===== config.mk =====
export PLATFORM = sky130hd
export DESIGN_NAME = servant_wb_decoder
export DESIGN_NICKNAME = d
export VERILOG_FILES = /design/src/rtl/servant_wb_decoder.sv
export SDC_FILE = /design/constraint.sdc
export NUM_CORES = 1
export LEC_CHECK = 0
export ABC_CLOCK_PERIOD_IN_PS = 3900
export CAP_MARGIN = 10
export CORE_AREA = 2 2 134 136
export CTS_CLUSTER_SIZE = 30
export DETAILED_ROUTE_END_ITERATION = 8
export DIE_AREA = 0 0 136 138
export GPL_TIMING_DRIVEN = 0
export PLACE_DENSITY_LB_ADDON = 0.05
export SYNTH_ARGS = -nofsm -noshare
export SYNTH_HDL_FRONTEND = slang
export SYNTH_SLANG_ARGS = --single-unit

===== constraint.sdc =====
create_clock -name i_clk -period 3.9 [get_ports i_clk]
set_input_delay 0.78 -clock i_clk [delete_from_list [all_inputs] [get_ports i_clk]]
set_output_delay 0.78 -clock i_clk [all_outputs]
set_load 0.03 [all_outputs]

===== src/rtl/servant_wb_decoder.sv =====
// Wishbone address decoder and response mux between the SERV data bus and up to
// eight slaves, with registered responses, bus errors, ack timeout and fault capture.
module servant_wb_decoder #(
   parameter int NS = 4,
   parameter int SEL_W = 2,
   parameter logic [7:0] ACK_MASK = 8'b0000_1001,
   parameter int TIMEOUT = 16
) (
   input  logic               i_clk,
   input  logic               i_rst,
   input  logic [31:0]        i_wb_cpu_adr,
   input  logic [31:0]        i_wb_cpu_dat,
   input  logic [3:0]         i_wb_cpu_sel,
   input  logic               i_wb_cpu_we,
   input  logic               i_wb_cpu_cyc,
   output logic [31:0]        o_wb_cpu_rdt,
   output logic               o_wb_cpu_ack,
   output logic               o_wb_cpu_err,
   output logic [31:0]        o_wb_s_adr,
   output logic [31:0]        o_wb_s_dat,
   output logic [3:0]         o_wb_s_sel,
   output logic               o_wb_s_we,
   output logic [NS-1:0]      o_wb_s_cyc,
   input  logic [32*NS-1:0]   i_wb_s_rdt,
   input  logic [NS-1:0]      i_wb_s_ack,
   output logic               o_fault,
   output logic [31:0]        o_fault_adr
);

   localparam int NSLOT = 2 ** SEL_W;
   localparam int CNT_W = (TIMEOUT > 1) ? $clog2(TIMEOUT + 1) : 1;
   localparam logic [CNT_W-1:0] TMO_LAST = CNT_W'((TIMEOUT > 0) ? TIMEOUT - 1 : 0);
   localparam logic [SEL_W:0] NS_L = (SEL_W + 1)'(NS);

   typedef enum logic [1:0] {IDLE, BUSY, RESP} state_t;

   state_t            state_reg, state_next;
   logic [CNT_W-1:0]  cnt_reg, cnt_next;
   logic              ack_reg, ack_next;
   logic              err_reg, err_next;
   logic [31:0]       rdt_reg, rdt_next;
   logic              fault_reg, fault_next;
   logic [31:0]       fault_adr_reg, fault_adr_next;

   logic [SEL_W-1:0]  d;
   logic              mapped;
   logic              done;
   logic [NSLOT-1:0]  ack_pad;
   logic [NSLOT-1:0]  mask_pad;
   logic [31:0]       rdt_arr [NSLOT];

   assign d      = i_wb_cpu_adr[31 -: SEL_W];
   assign mapped = ({1'b0, d} < NS_L);

   // Pad per-slave inputs out to the full decode range so unmapped indices read as zero.
   genvar gi;
   generate
      for (gi = 0; gi < NSLOT; gi++) begin : g_slot
         if (gi < NS) begin : g_used
            assign ack_pad[gi]  = i_wb_s_ack[gi];
            assign mask_pad[gi] = ACK_MASK[gi];
            assign rdt_arr[gi]  = i_wb_s_rdt[32*gi +: 32];
         end else begin : g_unused
            assign ack_pad[gi]  = 1'b0;
            assign mask_pad[gi] = 1'b0;
            assign rdt_arr[gi]  = 32'h0;
         end
      end
      for (gi = 0; gi < NS; gi++) begin : g_cyc
         assign o_wb_s_cyc[gi] = i_wb_cpu_cyc & mapped & (d == SEL_W'(gi)) & (state_reg != RESP);
      end
   endgenerate

   assign done = mapped & (~mask_pad[d] | ack_pad[d]);

   assign o_wb_s_adr = i_wb_cpu_adr;
   assign o_wb_s_dat = i_wb_cpu_dat;
   assign o_wb_s_sel = i_wb_cpu_sel;
   assign o_wb_s_we  = i_wb_cpu_we;

   always_comb begin
      state_next     = state_reg;
      cnt_next       = cnt_reg;
      ack_next       = 1'b0;
      err_next       = 1'b0;
      rdt_next       = rdt_reg;
      fault_next     = fault_reg;
      fault_adr_next = fault_adr_reg;
      case (state_reg)
         IDLE: begin
            if (i_wb_cpu_cyc) begin
               if (!mapped) begin
                  state_next     = RESP;
                  err_next       = 1'b1;
                  fault_next     = 1'b1;
                  fault_adr_next = i_wb_cpu_adr;
               end else if (done) begin
                  state_next = RESP;
                  ack_next   = 1'b1;
                  rdt_next   = rdt_arr[d];
               end else begin
                  state_next = BUSY;
                  cnt_next   = CNT_W'(1);
               end
            end
         end
         BUSY: begin
            if (!i_wb_cpu_cyc) begin
               state_next = IDLE;
            end else if (done) begin
               // A late ack beats a timeout landing in the same cycle.
               state_next = RESP;
               ack_next   = 1'b1;
               rdt_next   = rdt_arr[d];
            end else if ((TIMEOUT != 0) && (cnt_reg >= TMO_LAST)) begin
               state_next     = RESP;
               err_next       = 1'b1;
               fault_next     = 1'b1;
               fault_adr_next = i_wb_cpu_adr;
            end else begin
               cnt_next = cnt_reg + CNT_W'(1);
            end
         end
         RESP:    state_next = IDLE;
         default: state_next = IDLE;
      endcase
   end

   always_ff @(posedge i_clk) begin
      if (i_rst) begin
         state_reg     <= IDLE;
         cnt_reg       <= '0;
         ack_reg       <= 1'b0;
         err_reg       <= 1'b0;
         rdt_reg       <= 32'h0;
         fault_reg     <= 1'b0;
         fault_adr_reg <= 32'h0;
      end else begin
         state_reg     <= state_next;
         cnt_reg       <= cnt_next;
         ack_reg       <= ack_next;
         err_reg       <= err_next;
         rdt_reg       <= rdt_next;
         fault_reg     <= fault_next;
         fault_adr_reg <= fault_adr_next;
      end
   end

   assign o_wb_cpu_ack = ack_reg;
   assign o_wb_cpu_err = err_reg;
   assign o_wb_cpu_rdt = rdt_reg;
   assign o_fault      = fault_reg;
   assign o_fault_adr  = fault_adr_reg;

endmodule


==> impl_metrics.ini, run 1 <==
[drt]
drt_iter0_drc = 115
drt-pass1-iter-count = 4
totalWireLength_um = 14200
ant_nets = 0
vias_per_cell = 4.17
drcViolationCount = 0
wl_per_cell_um = 15.1
route.vias.total = 3916

[cells_and_area]
n_antenna_cell = 0
most-common-layout-cells = clkdlybuf4s50_1, dfxtp_1, nor2_1, buf_4, mux2i_1
nNetsFinal = 914
final_common_cell = clkdlybuf4s50_1
fill_cells = 1729
area_growth_pct = 87.7
layout-drive-gt1-share = 0.182
instances_no_fill = 938

[pwr]
ir_worst_vdd_uv = 198
sw_frac_of_total = 0.275
intPower_w = 0.00170
switchingPower_w = 0.000645
clkPwrFrac = 0.357
power_density_nw_per_um2 = 300
combinationalPowerShare = 0.300
p_leak_nw = 2.96
seqPwrFrac = 0.343

[synthesis]
synth-edff-count = 0
syn_inst = 387
synth_area_um2 = 4160
synth_seq_area_share = 0.356
synth_cell_types = 34
synth-main-ff-cell = dfxtp_1
yosys_warnings = 0
synth-seq-cells = 74
async_flop_share = 0
avgSynthCellArea_um2 = 10.8
syn_nets = 597

[setup_path]
slowest_delay_ns = 0.64
crit_type = primary input to output port
start_kind = primary input
cp_cell_sequence = clkdlybuf4s50_1 > buf_2 > buf_2 > inv_1 > ha_1 > and2_1 > clkdlybuf4s50_1
path_max_fanout = 10
cp_top_family = buffers and inverters
cp.required_ns = 3.12
worstSetupEndpointType = output port
cp.arrival_ns = 2.98
cp_slowest_cell = clkdlybuf4s50_1
path_buf_inv = 5

[min_path]
worstHoldPathType = flop to flop

[floorplanning]
die_area_um2 = 18800
rows = 49
die_w_um = 136
die_h_um = 138
core_area_um2 = 17500
start_util = 0.237
io_pins = 344

[global_routing]
grt_pass1_vias = 3986
antenna_found_initial = 0
grt_first_pass_wirelength_um = 21100
grt.overflow.total = 0
grt_start_max_net_pins = 13
grtUsageTotal = 0.147

[cts]
cts-hold-fix-buffers = 0
cts_resized = 0
root_buffer = clkbuf_16
tritoncts = done
htreeDepth = 3
clock_path_buffers = 2
clkSlewWorstSetupHoldPaths_ns = 0.06
clk-insertion-delay-late_ns = 0.34
cts_setup_buffers = 0
cts.sinks = 74
numCtsBuffers = 9

[timing]
fin_setup_tns_ns = 0
finalCritPeriodShare = 0.963
slew_headroom = 0.444
setup_violations = 0
hold_violations = 0
fin_worst_skew_ns = 0.00389
rsz0062_at_grt = false
slew_viol_final = 0
fmax_ghz = 0.266
tightest_slew_ns = 0.833
period_needed_ns = 3.76

[placement]
io_buffers = 306
routabilityCongestion = 0.692
dp_cells = 922
dpl.hpwl_um = 11700

[run_status]
status = finished, final reports clean

[job]
maxCapViolations = 0
## cells in the mapped netlist, types with 3 or more instances
master,number,area share
dfxtp_1,74,0.36
nor2_1,72,0.065
buf_4,70,0.13
mux2i_1,66,0.16
mux4_2,33,0.18
clkbuf_1,10,0.0090
inv_1,7,0.0063
buf_2,6,0.0072
ha_1,6,0.018
and2_1,4,0.0060
nand2b_1,4,0.0060
nor2b_1,4,0.0060
buf_6,3,0.0081
## tightest hold or removal path, delay by kind of cell, from the launching register on
family        cells  cell delay [ns]
flops             1             0.33
simple gates      2             0.12
## per-layer routing
metal	wire length, um	global-route usage
met1	5130	0.157
met2	7090	0.255
met3	1780	0.0752
met4	141	0.0345
met5	0	0
## cell type report
type	instances	area, um^2	share of cell area
buffer	91	637	0.0815
inverter	7	26.3	0.00336
clock buffer	12	246	0.0316
tap	229	287	0.0367
multi-input combinational	215	2020	0.259
timing repair buffer	306	3060	0.392
sequential	74	1480	0.190
clock inverter	4	51.3	0.00657
## worst paths after layout
kind	startpoint	end	slack, ns	cells after the start
hold reg to reg	o_fault$_SDFFE_PP0P_	o_fault$_SDFFE_PP0P_	0.48	2
hold / removal	o_fault$_SDFFE_PP0P_	o_fault$_SDFFE_PP0P_	0.48	2
setup reg to reg	cnt_reg[1]$_SDFFE_PP0P_	o_fault_adr[13]$_SDFFE_PP0P_	1.54	8
setup / recovery	i_wb_cpu_adr[31]	o_wb_s_cyc[0]	0.14	7
## through the flow
step	utilization	total power, W	hold slack (ns)	setup WS [ns]	cell area [um^2]
finish	0.445	0.00234	0.480	0.143	7810
global route	0.445	0.00245	0.509	0.0271	7810
CTS	0.445	0.00239	0.485	0.0519	7810
detailed placement	0.428	0.00153	0.476	-0.165	7510
global placement	0.428	0.00153	0.451	-0.123	7510
floorplan	-	0.00118	0.456	0.951	4160
## kinds of logic (layout without fill, tap and decap cells)
group           after synthesis  count (layout)  synth area share
flops                        74              74             0.356
simple gates                 98              98             0.104
buf+inv                      98             420             0.159
compound gates               12              12            0.0262
mux                          99              99             0.337
fa+ha+maj                     6               6            0.0180
## power groups by stage
stage               Clock (W)  Combinational [W]  Sequential, W
floorplan                   0           0.000306       0.000876
global placement            0           0.000708       0.000820
detailed placement          0           0.000713       0.000821
CTS                  0.000870           0.000714       0.000805
global route         0.000898           0.000747       0.000809
finish               0.000837           0.000703       0.000805
Power figures use the tool's default switching activity.
==> run 2: changes to the inputs <==
--- a/config.mk
+++ b/config.mk
@@ -5,12 +5,12 @@
 export SDC_FILE = /design/constraint.sdc
 export NUM_CORES = 1
 export LEC_CHECK = 0
-export ABC_CLOCK_PERIOD_IN_PS = 3900
+export ABC_CLOCK_PERIOD_IN_PS = 3100
 export CAP_MARGIN = 10
-export CORE_AREA = 2 2 134 136
+export CORE_AREA = 2 2 132 134
 export CTS_CLUSTER_SIZE = 30
 export DETAILED_ROUTE_END_ITERATION = 8
-export DIE_AREA = 0 0 136 138
+export DIE_AREA = 0 0 134 136
 export GPL_TIMING_DRIVEN = 0
 export PLACE_DENSITY_LB_ADDON = 0.05
 export SYNTH_ARGS = -nofsm -noshare
==> constraint.sdc (replaced) <==
create_clock -name i_clk -period 3.1 [get_ports i_clk]
set_input_delay 0.62 -clock i_clk [delete_from_list [all_inputs] [get_ports i_clk]]
set_output_delay 0.62 -clock i_clk [all_outputs]
set_load 0.03 [all_outputs]
==> run 2 against run 1 <==
- setup slack lost 0.051 ns
- design area increased by 0.64%
- total power rose by 21%
- utilization rose by 2.0 points
- die area decreased by 2.9%
- global-route usage rose by 0.073 points
- clock power rose by 11%
- count of clock-buffer cells in the layout down 1
- final cell count decreased by 0.11%
- via count up 0.20%
- combinational power grew 28%
==> impl_metrics.ini, run 2 (synthesis gave the netlist of run 1 again) <==
[min_path]
hold_end = o_fault$_SDFFE_PP0P_
worstHoldPathType = flop to flop
worstHoldPathCells = 2
holdCritStartpoint = o_fault$_SDFFE_PP0P_

[setup_path]
crit_cells = 7
reg2reg_slack_ns = 0.89
cp_top_family = buffers and inverters
start_kind = primary input
cp_slowest_cell = clkdlybuf4s50_1
path_max_fanout = 10
cp_cell_sequence = clkdlybuf4s50_1 > buf_6 > buf_4 > inv_1 > ha_1 > and2_1 > dlygate4sd2_1
crit_type = primary input to output port
worstSetupEndpointType = output port
ff2ff_path_depth = 7
reg2reg_from = cnt_reg[0]$_SDFFE_PP0P_
slowest_delay_ns = 0.58
cp.arrival_ns = 2.39
reg2reg_to = cnt_reg[3]$_SDFFE_PP0P_
cp.required_ns = 2.48
path_buf_inv = 5

[floorplanning]
die_area_um2 = 18200
rows = 48
io_pins = 344
die_h_um = 136
core_area_um2 = 16900
start_util = 0.247
die_w_um = 134

[placement]
dp_slack_ns = -0.861
dpl.hpwl_um = 11500
io_buffers = 306
routabilityCongestion = 0.744
dp_cells = 918
place_area_um2 = 7510

[drt]
vias_per_cell = 4.19
totalWireLength_um = 13800
wl_met2_um = 6930
drcViolationCount = 0
highest_layer = met4
ant_nets = 0
drt-pass1-iter-count = 4
route.vias.total = 3924
drt_iter0_drc = 78
routed-wl-met3_um = 1380
wl_per_cell_um = 14.7
wirelength_met1_um = 5220

[timing]
slew_headroom = 0.445
timing.final.ws_setup_ns = 0.0921
tightest_slew_ns = 0.832
fin_worst_skew_ns = 0.00455
setup_violations = 0
rsz0062_at_grt = false
finalCritPeriodShare = 0.970
fin_setup_tns_ns = 0
period_needed_ns = 3.01
hold_violations = 0
slew_viol_final = 0
fmax_ghz = 0.332

[cells_and_area]
nNetsFinal = 919
most-common-layout-cells = clkdlybuf4s50_1, buf_4, dfxtp_1, nor2_1, mux2i_1
final_common_cell = clkdlybuf4s50_1
layout-drive-gt1-share = 0.191
instances_no_fill = 937
fill_cells = 1529
n_antenna_cell = 0
area_growth_pct = 88.9
fin_area_um2 = 7860

[cts]
cts.sinks = 74
tritoncts = done
clk-insertion-delay-late_ns = 0.33
clock_path_buffers = 2
root_buffer = clkbuf_16
numCtsBuffers = 9
htreeDepth = 3
clkSlewWorstSetupHoldPaths_ns = 0.05

[global_routing]
grt_start_max_net_pins = 12
grt_first_pass_wirelength_um = 20700
grtUsageTotal = 0.148
grt.overflow.total = 0
grt_pass1_vias = 3965
antenna_found_initial = 0

[pwr]
clkPwrFrac = 0.327
switchingPower_w = 0.000785
intPower_w = 0.00206
sw_frac_of_total = 0.276
ir_worst_vdd_uv = 247
p_leak_nw = 3.01
seqPwrFrac = 0.357
combinationalPowerShare = 0.316
power_density_nw_per_um2 = 361

[run_status]
status = finished, final reports clean

[job]
maxCapViolations = 0
## run 2: cell types whose count changed in the layout (fill, tap and decap cells not counted), sizes merged
cell           change
clkdlybuf4s50      -4
dlygate4sd2        +3
buf                +6
dlymetal6s2s       +1
clkbuf             -2
bufinv             -1
## run 2: how the worst max path moves through the flow
| stage | from | endpoint | slack, ns |
|---|---|---|---|
| finish | i_wb_cpu_adr[31] | o_wb_s_cyc[0] | 0.09 |
| global route | i_wb_cpu_adr[31] | o_wb_s_cyc[0] | 0.009 |
| CTS | i_wb_cpu_adr[31] | o_wb_s_cyc[0] | 0.02 |
| detailed placement | i_wb_cpu_adr[30] | o_fault_adr[9]$_SDFFE_PP0P_ | -0.86 |
| global placement | i_wb_cpu_adr[30] | o_fault_adr[6]$_SDFFE_PP0P_ | -0.82 |
| floorplan | i_wb_cpu_adr[30] | o_fault_adr[6]$_SDFFE_PP0P_ | 0.31 |
## run 2: tightest hold or removal path: cells and delay by family, from the launching register on
kind          cells  cell delay, ns
flops             1            0.32
simple gates      2            0.12
## run 2: routing by layer
metal / track usage / vias to the layer above
met2: 0.253 / 198
met3: 0.0544 / 15
met5: 0 / -
li1: - / 1930
met1: 0.166 / 1781
met4: 0.0591 / 0
## run 2: metrics by stage
step                      power, W  utilization  hold slack (ns)
after floorplan            0.00149            -            0.456
after global placement     0.00192        0.445            0.452
after detailed placement   0.00193        0.445            0.468
after CTS                  0.00289        0.463            0.481
after global routing       0.00298        0.466            0.501
final                      0.00284        0.466            0.469
## run 2: cell type report
type | count | area [um^2] | share of cell area
timing repair buffer | 311 | 3100 | 0.394
multi-input combinational | 215 | 2040 | 0.260
sequential | 74 | 1480 | 0.188
buffer | 91 | 672 | 0.0855
tap | 225 | 282 | 0.0358
clock buffer | 11 | 243 | 0.0309
inverter | 7 | 26.3 | 0.00334
clock inverter | 3 | 17.5 | 0.00223
## run 2: power groups by stage
stage	Sequential, W	Combinational, W	Clock [W]
after global routing	0.00102	0.000956	0.00101
after CTS	0.00101	0.000904	0.000976
after global placement	0.00103	0.000888	0
after floorplan	0.00110	0.000384	0
after detailed placement	0.00103	0.000895	0
final	0.00101	0.000898	0.000929
## run 2: timing repair
| item | in CTS | in global routing |
|---|---|---|
| gates resized for setup | 12 | 9 |
| buffers inserted | 3 | 2 |
| pin swaps | 1 | 1 |
| endpoints found under the hold margin | 0 | 0 |
| hold buffers | 0 | 0 |
| setup endpoints to repair | 70 | 36 |
==> run 3: changes to the inputs <==
--- a/config.mk
+++ b/config.mk
@@ -7,10 +7,9 @@
 export LEC_CHECK = 0
 export ABC_CLOCK_PERIOD_IN_PS = 3100
 export CAP_MARGIN = 10
-export CORE_AREA = 2 2 132 134
+export CORE_UTILIZATION = 23
 export CTS_CLUSTER_SIZE = 30
 export DETAILED_ROUTE_END_ITERATION = 8
-export DIE_AREA = 0 0 134 136
 export GPL_TIMING_DRIVEN = 0
 export PLACE_DENSITY_LB_ADDON = 0.05
 export SYNTH_ARGS = -nofsm -noshare
==> run 3 against run 2 <==
- combinational power is essentially flat
- first-iteration DRC count is 21% higher
- register-to-register slack barely moved
- critical endpoint unchanged
==> impl_metrics.ini, run 3 (synthesis gave the netlist of run 1 again) <==
[setup_path]
start_kind = primary input
crit_start = i_wb_cpu_adr[30]
crit_type = primary input to output port
cpMostUsedCell = buf_6
cp.arrival_ns = 2.35
worstSetupEndpointType = output port
path_max_fanout = 10
cp_cell_sequence = clkdlybuf4s50_1 > buf_6 > buf_6 > inv_1 > ha_1 > and2_1 > dlygate4sd2_1
slowest_delay_ns = 0.56
cp.required_ns = 2.48
cp_slowest_cell = clkdlybuf4s50_1
reg2reg_from = cnt_reg[1]$_SDFFE_PP0P_

[drt]
wl_per_cell_um = 15.0
drt-pass1-iter-count = 4
route.vias.total = 3927
drcViolationCount = 0
drt_iter0_drc = 94
totalWireLength_um = 14000
ant_nets = 0
vias_per_cell = 4.19

[cts]
clk-insertion-delay-late_ns = 0.34
root_buffer = clkbuf_16
htreeDepth = 3
cts-hold-fix-buffers = 0
numCtsBuffers = 9
cts.sinks = 74
clock_path_buffers = 2
clkSlewWorstSetupHoldPaths_ns = 0.05
tritoncts = done

[floorplanning]
core_area_um2 = 17500
die_area_um2 = 18600
die_h_um = 137
rows = 48
die_w_um = 137
start_util = 0.238
io_pins = 344

[global_routing]
antenna_found_initial = 0
grt_start_max_net_pins = 12
grtUsageMet1 = 0.162
grt_first_pass_wirelength_um = 20300
grt-busiest-layer = met2
met3_usage = 0.0570
grt.overflow.total = 0
grt_pass1_vias = 3874
met2_usage = 0.250
grtUsageTotal = 0.146

[timing]
hold_violations = 0
rsz0062_at_grt = false
finalCritPeriodShare = 0.958
slew_headroom = 0.458
setup_violations = 0
fin_worst_skew_ns = 0.00746
fmax_ghz = 0.337
slew_viol_final = 0
tightest_slew_ns = 0.812
period_needed_ns = 2.97
fin_setup_tns_ns = 0

[min_path]
worstHoldPathType = flop to flop
holdCritStartpoint = o_fault$_SDFFE_PP0P_

[run_status]
status = finished, final reports clean

[cells_and_area]
final_common_cell = clkdlybuf4s50_1
nNetsFinal = 917
area_growth_pct = 89.1
layout-drive-gt1-share = 0.187
instances_no_fill = 937
n_antenna_cell = 0
most-common-layout-cells = clkdlybuf4s50_1, buf_4, dfxtp_1, nor2_1, mux2i_1
fin_area_um2 = 7870

[placement]
dp_cells = 918
dpl.hpwl_um = 11500
place_area_um2 = 7510
io_buffers = 306
routabilityCongestion = 0.706

[job]
maxCapViolations = 0

[pwr]
p_leak_nw = 3.01
power_density_nw_per_um2 = 377
ir_worst_vdd_uv = 244
total_power_w = 0.00297
-- run 3: cell types whose count changed in the layout (fill, tap and decap cells not counted), sizes merged --
| cell | before | now |
|---|---|---|
| bufinv | 0 | 1 |
| dlymetal6s2s | 1 | 0 |
| buf | 86 | 84 |
| clkinvlp | 1 | 0 |
| clkdlybuf4s50 | 302 | 303 |
| clkinv | 2 | 1 |
| clkbuf | 21 | 24 |
-- run 3: final cells by class --
type / instances / area, um^2
Multi-Input combinational cell: 215 / 2040
Buffer: 90 / 653
Clock inverter: 2 / 35.0
Sequential cell: 74 / 1480
Inverter: 7 / 26.3
Fill cell: 1701 / 9610
Timing Repair Buffer: 310 / 3090
Tap cell: 225 / 282
Clock buffer: 14 / 264
-- run 3: what timing repair did --
action,CTS,global route
pin swaps,1,1
setup endpoints to repair,68,36
gates resized for setup,9,9
setup buffers,2,2
-- run 3: metrics by stage --
step                hold slack [ns]  worst slack [ns]   util
floorplan                     0.456             0.311      -
global placement              0.451            -0.762  0.429
detailed placement            0.481            -0.818  0.429
CTS                           0.492            0.0315  0.449
global route                  0.517           0.00779  0.450
finish                        0.488             0.131  0.450
-- run 3: layer usage --
layer | part of all wire | vias to the layer above
met5 | 0 | -
met4 | 0.013 | 0
met3 | 0.11 | 12
met2 | 0.49 | 203
met1 | 0.38 | 1787
li1 | - | 1925
-- run 3: worst max-delay path, delay by kind of cell --
family | cells | cell delay (ns)
adders and majority gates | 1 | 0.18
and+or+nand+nor | 1 | 0.13
buffers and inverters | 5 | 1.42
-- run 3: worst paths after layout --
kind | to | slack [ns] | depth (start not counted)
hold reg to reg | o_fault$_SDFFE_PP0P_ | 0.49 | 2
setup / recovery | o_wb_s_cyc[0] | 0.13 | 7
setup reg to reg | cnt_reg[3]$_SDFFE_PP0P_ | 0.89 | 7
hold / removal | o_fault$_SDFFE_PP0P_ | 0.49 | 2
-- run 3: report_power, final --
| group | total [W] | internal (W) | switching, W |
|---|---|---|---|
| Combinational | 0.000896 | 0.000511 | 0.000386 |
| Clock | 0.00106 | 0.000667 | 0.000393 |
| Sequential | 0.00101 | 0.000991 | 0.0000219 |
